$ cat config.mk
export PLATFORM = sky130hd
export DESIGN_NAME = crc_multi
export DESIGN_NICKNAME = d
export VERILOG_FILES = /design/src/rtl/crc_multi.sv
export SDC_FILE = /design/constraint.sdc
export NUM_CORES = 2
export LEC_CHECK = 0
export CORE_ASPECT_RATIO = 1.1
export CORE_MARGIN = 5
export CORE_UTILIZATION = 45
export CTS_CLUSTER_DIAMETER = 30
export DETAILED_ROUTE_END_ITERATION = 10
export SYNTH_ARGS = -nofsm -noshare
export SYNTH_HDL_FRONTEND = slang
export SYNTH_SLANG_ARGS = --single-unit
$ cat constraint.sdc
create_clock -name clk -period 10.5 [get_ports clk]
set_input_delay 2.1 -clock clk [delete_from_list [all_inputs] [get_ports clk]]
set_output_delay 2.1 -clock clk [all_outputs]
set_load 0.05 [all_outputs]
$ cat src/rtl/crc_multi.sv
// crc_multi: a bank of NCH independent, bus-programmable CRC engines.
// Each channel has its own register block (DATA, GPOLY, CTRL, STATUS).
// Each channel shifts one 32-bit message word through a CRC of width W,
// which is configurable from 8 to 32 bits.
// A one-word holding register lets software queue the next word.
// When the engine finishes, it takes the queued word on the same edge,
// so no idle cycle is inserted between words.
module crc_multi #(
    parameter int          NCH  = 2,
    parameter int          BPC  = 1,
    parameter logic [31:0] BASE = 32'h4003_2000
) (
    input  logic            clk,
    input  logic            rst,
    input  logic            Sel,
    input  logic            RW,
    input  logic [31:0]     addr,
    input  logic [31:0]     data_wr,
    output logic [31:0]     data_rd,
    output logic [NCH-1:0]  done
);

    // Cycles per word, and the counter value seen on the completion edge.
    localparam int         NCYC = 32 / BPC;
    localparam logic [4:0] LAST = 5'(NCYC - 1);

    // Transpose a 32-bit word.
    // Mode encoding: 00 none, 01 bit-reverse each byte,
    // 10 full reverse, 11 byte swap.
    function automatic logic [31:0] f_transpose(input logic [31:0] x, input logic [1:0] mode);
        logic [31:0] y;
        y = x;
        case (mode)
            2'b01:   for (int i = 0; i < 32; i++) y[(i & ~7) | (7 - (i & 7))] = x[i];
            2'b10:   for (int i = 0; i < 32; i++) y[31 - i] = x[i];
            2'b11:   y = {x[7:0], x[15:8], x[23:16], x[31:24]};
            default: y = x;
        endcase
        return y;
    endfunction

    // Mask with the low W bits set.
    // W is 32 when TCRC is set, 16 when WLEN is 0, and max(WLEN+1, 8) otherwise.
    function automatic logic [31:0] f_mask(input logic [31:0] ctrl);
        logic [5:0] w;
        if (ctrl[24])
            return 32'hFFFF_FFFF;
        if (ctrl[4:0] == 5'd0)
            return 32'h0000_FFFF;
        w = {1'b0, ctrl[4:0]} + 6'd1;
        if (w < 6'd8)
            return 32'h0000_00FF;
        // When w is 32 the shift yields 0, and 0 - 1 gives all ones.
        return (32'h1 << w) - 32'h1;
    endfunction

    // Decode the bus address into channel and register selects.
    logic [31:0] w_off;
    logic        w_hit;
    logic [2:0]  w_ch;
    logic [1:0]  w_reg;
    logic        w_wr;
    logic [31:0] w_ch_rd [NCH];

    assign w_off = addr - BASE;
    assign w_hit = (w_off < 32'(16 * NCH)) && (w_off[1:0] == 2'b00);
    assign w_ch  = w_off[6:4];
    assign w_reg = w_off[3:2];
    assign w_wr  = Sel && RW && w_hit;

    for (genvar c = 0; c < NCH; c++) begin : g_ch
        logic [31:0] r_ctrl, r_gpoly, r_crc, r_chk, r_sr, r_hold;
        logic [31:0] r_snap_mask, r_snap_poly;
        logic        r_busy, r_pend, r_ovf, r_done;
        logic [4:0]  r_cnt;

        logic        w_sel, w_wr_data, w_wr_gpoly, w_wr_ctrl, w_wr_status;
        logic        w_last, w_fb;
        logic [31:0] w_mask, w_word, w_top, w_chk_nx, w_sr_nx, w_rd_val;

        assign w_sel       = w_wr && (w_ch == 3'(c));
        assign w_wr_data   = w_sel && (w_reg == 2'd0);
        assign w_wr_gpoly  = w_sel && (w_reg == 2'd1);
        assign w_wr_ctrl   = w_sel && (w_reg == 2'd2);
        assign w_wr_status = w_sel && (w_reg == 2'd3);

        assign w_mask = f_mask(r_ctrl);
        assign w_word = f_transpose(data_wr, r_ctrl[31:30]);
        assign w_top  = r_snap_mask ^ (r_snap_mask >> 1);
        assign w_last = (r_cnt == LAST);

        // Advance the checksum by BPC message bits, using the snapshotted width and polynomial.
        always_comb begin
            // NOTE: blocking assignments here chain BPC bit-steps within one cycle; every output gets a default first so no latch is inferred.
            w_chk_nx = r_chk;
            w_sr_nx  = r_sr;
            w_fb     = 1'b0;
            for (int b = 0; b < BPC; b++) begin
                w_fb     = |(w_chk_nx & w_top);
                w_chk_nx = {w_chk_nx[30:0], w_sr_nx[31]} & r_snap_mask;
                if (w_fb)
                    w_chk_nx = w_chk_nx ^ r_snap_poly;
                w_sr_nx  = {w_sr_nx[30:0], 1'b0};
            end
        end

        // Read value of this channel's register selected by the address.
        always_comb begin
            w_rd_val = '0;
            case (w_reg)
                2'd0: w_rd_val = f_transpose((r_ctrl[26] ? (r_crc ^ w_mask) : r_crc) & w_mask,
                                             r_ctrl[29:28]);
                2'd1: w_rd_val = r_gpoly;
                2'd2: w_rd_val = r_ctrl;
                default: w_rd_val = {29'd0, r_pend, r_ovf, r_busy};
            endcase
        end

        // Register writes, engine sequencing, holding register and status flags.
        always_ff @(posedge clk) begin
            if (rst) begin
                r_ctrl      <= '0;
                r_gpoly     <= 32'h0000_1021;
                r_crc       <= 32'hFFFF_FFFF;
                r_chk       <= 32'hFFFF_FFFF;
                r_sr        <= '0;
                r_hold      <= '0;
                r_snap_mask <= '0;
                r_snap_poly <= '0;
                r_busy      <= 1'b0;
                r_pend      <= 1'b0;
                r_ovf       <= 1'b0;
                r_done      <= 1'b0;
                r_cnt       <= '0;
            end else begin
                r_done <= 1'b0;
                if (w_wr_ctrl)
                    r_ctrl <= data_wr;
                if (w_wr_gpoly)
                    r_gpoly <= data_wr;
                if (w_wr_status && data_wr[1])
                    r_ovf <= 1'b0;

                if (r_busy) begin
                    r_chk <= w_chk_nx;
                    r_sr  <= w_sr_nx;
                    if (w_last) begin
                        r_crc  <= w_chk_nx;
                        r_done <= 1'b1;
                        r_cnt  <= '0;
                        if (r_pend) begin
                            // Queued word starts on the completion edge, using current settings.
                            r_sr        <= r_hold;
                            r_pend      <= 1'b0;
                            r_snap_mask <= w_mask;
                            r_snap_poly <= r_gpoly & w_mask;
                        end else if (w_wr_data && !r_ctrl[25]) begin
                            // A word written on the completion edge is taken directly.
                            r_sr        <= w_word;
                            r_snap_mask <= w_mask;
                            r_snap_poly <= r_gpoly & w_mask;
                        end else begin
                            r_busy <= 1'b0;
                        end
                    end else begin
                        r_cnt <= r_cnt + 5'd1;
                    end
                end

                if (w_wr_data) begin
                    if (r_ctrl[25]) begin
                        // Seed write: abort any work in flight and suppress its done pulse.
                        r_crc  <= w_word & w_mask;
                        r_chk  <= w_word & w_mask;
                        r_busy <= 1'b0;
                        r_pend <= 1'b0;
                        r_cnt  <= '0;
                        r_done <= 1'b0;
                    end else if (!r_busy) begin
                        r_sr        <= w_word;
                        r_busy      <= 1'b1;
                        r_cnt       <= '0;
                        r_snap_mask <= w_mask;
                        r_snap_poly <= r_gpoly & w_mask;
                    end else if (!r_pend) begin
                        if (!w_last) begin
                            r_hold <= w_word;
                            r_pend <= 1'b1;
                        end
                    end else begin
                        r_ovf <= 1'b1;
                    end
                end
            end
        end

        assign done[c]    = r_done;
        assign w_ch_rd[c] = w_rd_val;
    end

    // Combinational read mux; unmapped or misaligned addresses return zero.
    always_comb begin
        data_rd = '0;
        for (int c = 0; c < NCH; c++)
            if (w_hit && (w_ch == 3'(c)))
                data_rd = w_ch_rd[c];
    end

endmodule

### After elaboration in Yosys (flattened, before gate mapping)

Index checks and enable logic that the tools add are counted.

| word-level totals | value |
|---|---|
| latch bits | 0 |
| logic and storage cells | 256 |
| memories | 0 |
| input port bits | 68 |
| output and inout bits | 34 |
| register bits after elaboration | 530 |
| bits in writable memories | 0 |
| memory bits (read-only) | 0 |

| operators by class | value |
|---|---|
| shift-type cells | 2 |
| divide/modulo/power cells | 0 |
| multiply operators | 0 |
| muxes and demuxes | 148 |
| equal/unequal tests | 18 |
| add/sub/neg operators | 7 |
| bitwise gates (word level) | 22 |
| reductions and logical operators | 30 |
| order comparisons | 3 |

Operator list:

| kind | number |
|---|---|
| $mux 32 | 74 |
| $pmux 32 s3 | 6 |
| $and 32x32->32 | 10 |
| $xor 32x32->32 | 4 |
| $reduce_or 32->1 | 2 |
| $shl 1x6->32 const A | 2 |
| $sub 32x1->32 const B | 2 |
| $xor 32x31->32 | 2 |
| $mux 1 | 58 |
| $mux 5 | 10 |
| $lt 32x6->1 const B | 1 |
| $sub 32x31->32 const B | 1 |
| $eq 2x2->1 const B | 10 |
| $logic_and 1x1->1 | 19 |
| $add 5x1->6 const B | 2 |
| $lt 6x4->1 const B | 2 |
| $add 5x1->5 const B | 2 |
| $eq 2x1->1 const B | 5 |
| $eq 5x5->1 const B | 2 |
| $logic_not 5->1 | 2 |
| $reduce_and 5->1 | 2 |
| $not 1->1 | 6 |
| $logic_not 2->1 | 2 |
| $eq 3x1->1 const B | 1 |
| other kinds (2) | 3 |

### Depth between registers and ports, before layout

| depth | value |
|---|---|
| depth in word-level cells | 16 |
| depth in mapped cells | 15 |
| depth with buffers taken out | 10 |

### Worst setup path before layout

Ideal clock, no wire load.

| timing path | value |
|---|---|
| kind | input -> output |
| start | in addr[13] |
| end | out data_rd[24] |
| required time | 8400 ps |
| arrival time | 4970 ps |
| slack | 3430 ps |
| path buffers | 2 |
| stages | 10 |
| cells stage by stage | inv_1 ha_1 nor2b_1 o211ai_1 a211oi_4 o221a_2 buf_2 clkbuf_1 nand2_1 a311oi_1 |

| on the way | value |
|---|---|
| word-level cells in the longest chain between the ends | 6 |
| elaborated cells between the ends (all ways) | 7 |
| classes of those cells | 1 x add/sub; 1 x order compare; 2 x mux; 3 x reduce/logical |

Ends and longest elaborated chain:

| what | RTL line | text |
|---|---|---|
| from (decl) | 17 | `input logic [31:0] addr,` |
| $sub 32x31->32 * | 65 | `assign w_off = addr - BASE;` |
| $lt 32x6->1 * | 66 | `assign w_hit = (w_off < 32'(16 * NCH)) && (w_off[1:0] == 2'b00);` |
| $logic_and 1x1->1 * | 66 |  |
| $logic_and 1x1->1 | 205 | `if (w_hit && (w_ch == 3'(c)))` |
| $mux 32 | 205 |  |
| $mux 32 * | 205 |  |
| to (decl) | 19 | `output logic [31:0] data_rd,` |

Every way passes the cells marked *; elsewhere a longest branch is shown, timed or not.

### Worst setup path after layout

| timing path | value |
|---|---|
| start | in addr[13] |
| end | out data_rd[26] |

The elaborated chain is that of the path after synthesis.

==> impl_metrics.json <==
{
  "core-area_mm2": 0.0704,
  "worstMarginPinSlew_ns": 1.29,
  "gr-total-overflow": 0,
  "cts_buffer_depth": 3,
  "clock_skew_ns": 0.0206,
  "synth_enable_flop_cells": 0,
  "grt_start_max_net_pins": 88,
  "synth_area_mm2": 0.0320,
  "die-area_mm2": 0.0766,
  "avgSynthCellArea_um2": 7.73,
  "maxSlewViolCount": 0,
  "h-tree-depth": 4,
  "synth_top_area_share_pct": 33.1,
  "synth.largest_area_cell": "dfxtp_1",
  "leakage_nw": 13.3,
  "fp.dieW_um": 264,
  "drc": 0,
  "post_dp_cell_area_mm2": 0.0332,
  "final_hold_viol_count": 0,
  "cts_setup_buffers": 0,
  "firstDrtPassIters": 7,
  "grt_pass1_wl_mm": 207,
  "finalSetupViolations": 0,
  "numPortBuffers": 101,
  "drive_above_1_share_pct": 11.6,
  "insertion_delay_ns": 0.72,
  "ctsResizeCount": 0,
  "io-pin-count": 102,
  "grt_pass1_vias": 31300,
  "ant_nets": 0,
  "clk_pin_slew_worst_paths_ns": 0.04,
  "syn_inst": 4143,
  "synth_area_leaders": "dfxtp_1, a21oi_1, nand2_1",
  "die_y_um": 290,
  "cts_tree": "built",
  "cp.required_ns": 8.40,
  "synth_ff_type": "dfxtp_1",
  "syn2layout_area_growth_pct": 18.8,
  "finalPower_mw": 6.57,
  "worstSetupPathType": "in2out",
  "critPathMaxStageDelay_ns": 0.84,
  "final_common_cell": "nand2_1",
  "start_util_pct": 45.4,
  "worstHoldPathType": "reg2reg",
  "relSlewSlack_pct": 13.5,
  "ctsRootBufferMaster": "clkbuf_16",
  "power.density_mw_per_mm2": 173,
  "gp_congestion": 0.979,
  "run_status": "complete, no violations",
  "cp_common_cell": "clkdlybuf4s50_1",
  "fin_crit_sh_pct": 84.0,
  "async_reset_ff_share_pct": 0,
  "grt_use_total_pct": 35.0,
  "yosys_warnings": 0,
  "vias_per_cell": 6.69,
  "nets": 4131,
  "cts-hold-fix-buffers": 0,
  "path_cells": "clkdlybuf4s50_1, inv_1, ha_1, nand2b_1, a21oi_1, nor3_2, o221a_2, nand3_2, nor2_1, a221o_1, clkdlybuf4s50_1",
  "cts_buffers": 137,
  "ir_worst_vdd_mv": 0.137,
  "fillCellCount": 6756,
  "cp.arrival_ns": 6.72,
  "antenna_found_initial": 2,
  "seq_area_frac_synth_pct": 33.1,
  "wl_mm": 140,
  "crit_fanout": 19,
  "layout_common_cells": "nand2_1, dfxtp_1, a21oi_1, o21ai_0, nand3_1",
  "cap_violations": 0,
  "timing.setup.tns_ns": 0,
  "vias": 34100,
  "wl_per_cell_um": 27.5,
  "slowest_stage": "clkdlybuf4s50_1",
  "stdcell_area_mm2": 0.0380,
  "clock.fmax_mhz": 113,
  "ys_seq_elements": 530,
  "drt-initial-drc-count": 4375,
  "ys_types": 99,
  "hpwl_mm": 94.2,
  "grt_setup_unrepaired": "false",
  "rows": 102,
  "critPathLaunchType": "input pin",
  "clock_sinks": 530,
  "period_minus_slack_ns": 8.82,
  "endpoint_kind": "output port"
}
[registers in the layout, summed over array words and instances (netlist names), named ones only]
| name | cells |
|---|---|
| g_ch.r_busy | 2 |
| g_ch.r_chk | 64 |
| g_ch.r_cnt | 10 |
| g_ch.r_crc | 64 |
| g_ch.r_ctrl | 64 |
| g_ch.r_done | 2 |
| g_ch.r_gpoly | 64 |
| g_ch.r_hold | 64 |
| g_ch.r_ovf | 2 |
| g_ch.r_snap_mask | 64 |
| g_ch.r_snap_poly | 64 |
| g_ch.r_sr | 64 |
[logic make-up after synthesis]
kind of cell	after synthesis	share of synthesized area, %
compound gates	1479	29.2
simple gates	1362	20.3
flops	530	33.1
buf+inv	504	6.51
mux	154	7.62
xor+xnor	105	2.87
fa+ha+maj	8	0.313
other cells	1	0.0117
[metrics by stage]
stage               util, %  std cells  setup WS [ns]  hold WS, ns
floorplan                 -       4144           3.43        0.427
global placement       47.2       4852           1.87        0.433
detailed placement     47.2       4852           1.80        0.438
CTS                    54.0       5104           1.79        0.444
global route           54.0       5105           1.52        0.456
finish                 54.0       5106           1.68        0.440
[cells in the mapped netlist (8+ instances only)]
cell type,number
o311ai_0,10
a22o_1,14
a32oi_1,12
o211ai_1,76
nand3_1,217
nand2_1,548
mux2i_1,76
mux4_2,71
a31oi_1,123
inv_1,72
o31ai_1,37
a32o_1,41
o221ai_1,22
ha_1,8
a221oi_1,25
nand4_1,88
and3_1,28
buf_1,25
xnor2_1,35
a21oi_1,439
dfxtp_1,530
buf_2,85
or3_1,19
and2_1,12
nor2b_1,16
o21ai_1,18
nor4_1,16
a222oi_1,10
nand3b_1,9
o21a_1,33
o21ai_0,349
o32ai_1,9
xor2_1,70
a311oi_1,23
a21boi_0,40
a21o_1,13
buf_4,11
a22oi_1,39
or4_1,8
nor3_1,92
o22ai_1,43
clkbuf_1,296
nor2_1,186
nand2b_1,71
a211oi_1,34
[report_power, final]
part	internal, mW	switching [mW]	total [mW]
Combinational	0.0652	0.173	0.239
Clock	2.97	1.34	4.32
Sequential	2.02	0.000000000398	2.02
Total	5.06	1.52	6.57
[final timing paths]
| path | startpoint | slack (ns) | endpoint | cells after the start |
|---|---|---|---|---|
| worst max-delay path | addr[13] | 1.68 | data_rd[26] | 11 |
| worst min-delay path | g_ch[1].r_hold[24] | 0.44 | g_ch[1].r_hold[24] | 2 |
| worst max register to register | g_ch[0].r_ctrl[1] | 6.72 | g_ch[0].r_snap_poly[24] | 10 |
| worst min register to register | g_ch[1].r_hold[24] | 0.44 | g_ch[1].r_hold[24] | 2 |
[critical path, delay by kind of cell]
| kind | cells | cell delay (ns) |
|---|---|---|
| AOI/OAI and AO/OA | 3 | 1.16 |
| buffers and inverters | 3 | 1.48 |
| adders and majority gates | 1 | 0.29 |
| and+or+nand+nor | 4 | 1.66 |
[per-layer routing]
layer  GRT usage, %  routed length (um)
met1           44.9               54100
met5              0                   0
met4           25.2               12000
met3           8.28               14700
met2           51.9               59700
[layout make-up]
class	count	area, um^2	share of cell area [%]
well taps	936	1170	3.08
flip-flops and latches	530	10600	27.9
multi-input cells	3110	19400	51.1
repair buffers	195	1720	4.53
clock buffers	189	3970	10.4
diodes	2	5.00	0.0132
clock inverters	63	821	2.16
inverters	81	304	0.800
Power figures use the tool's default switching activity.
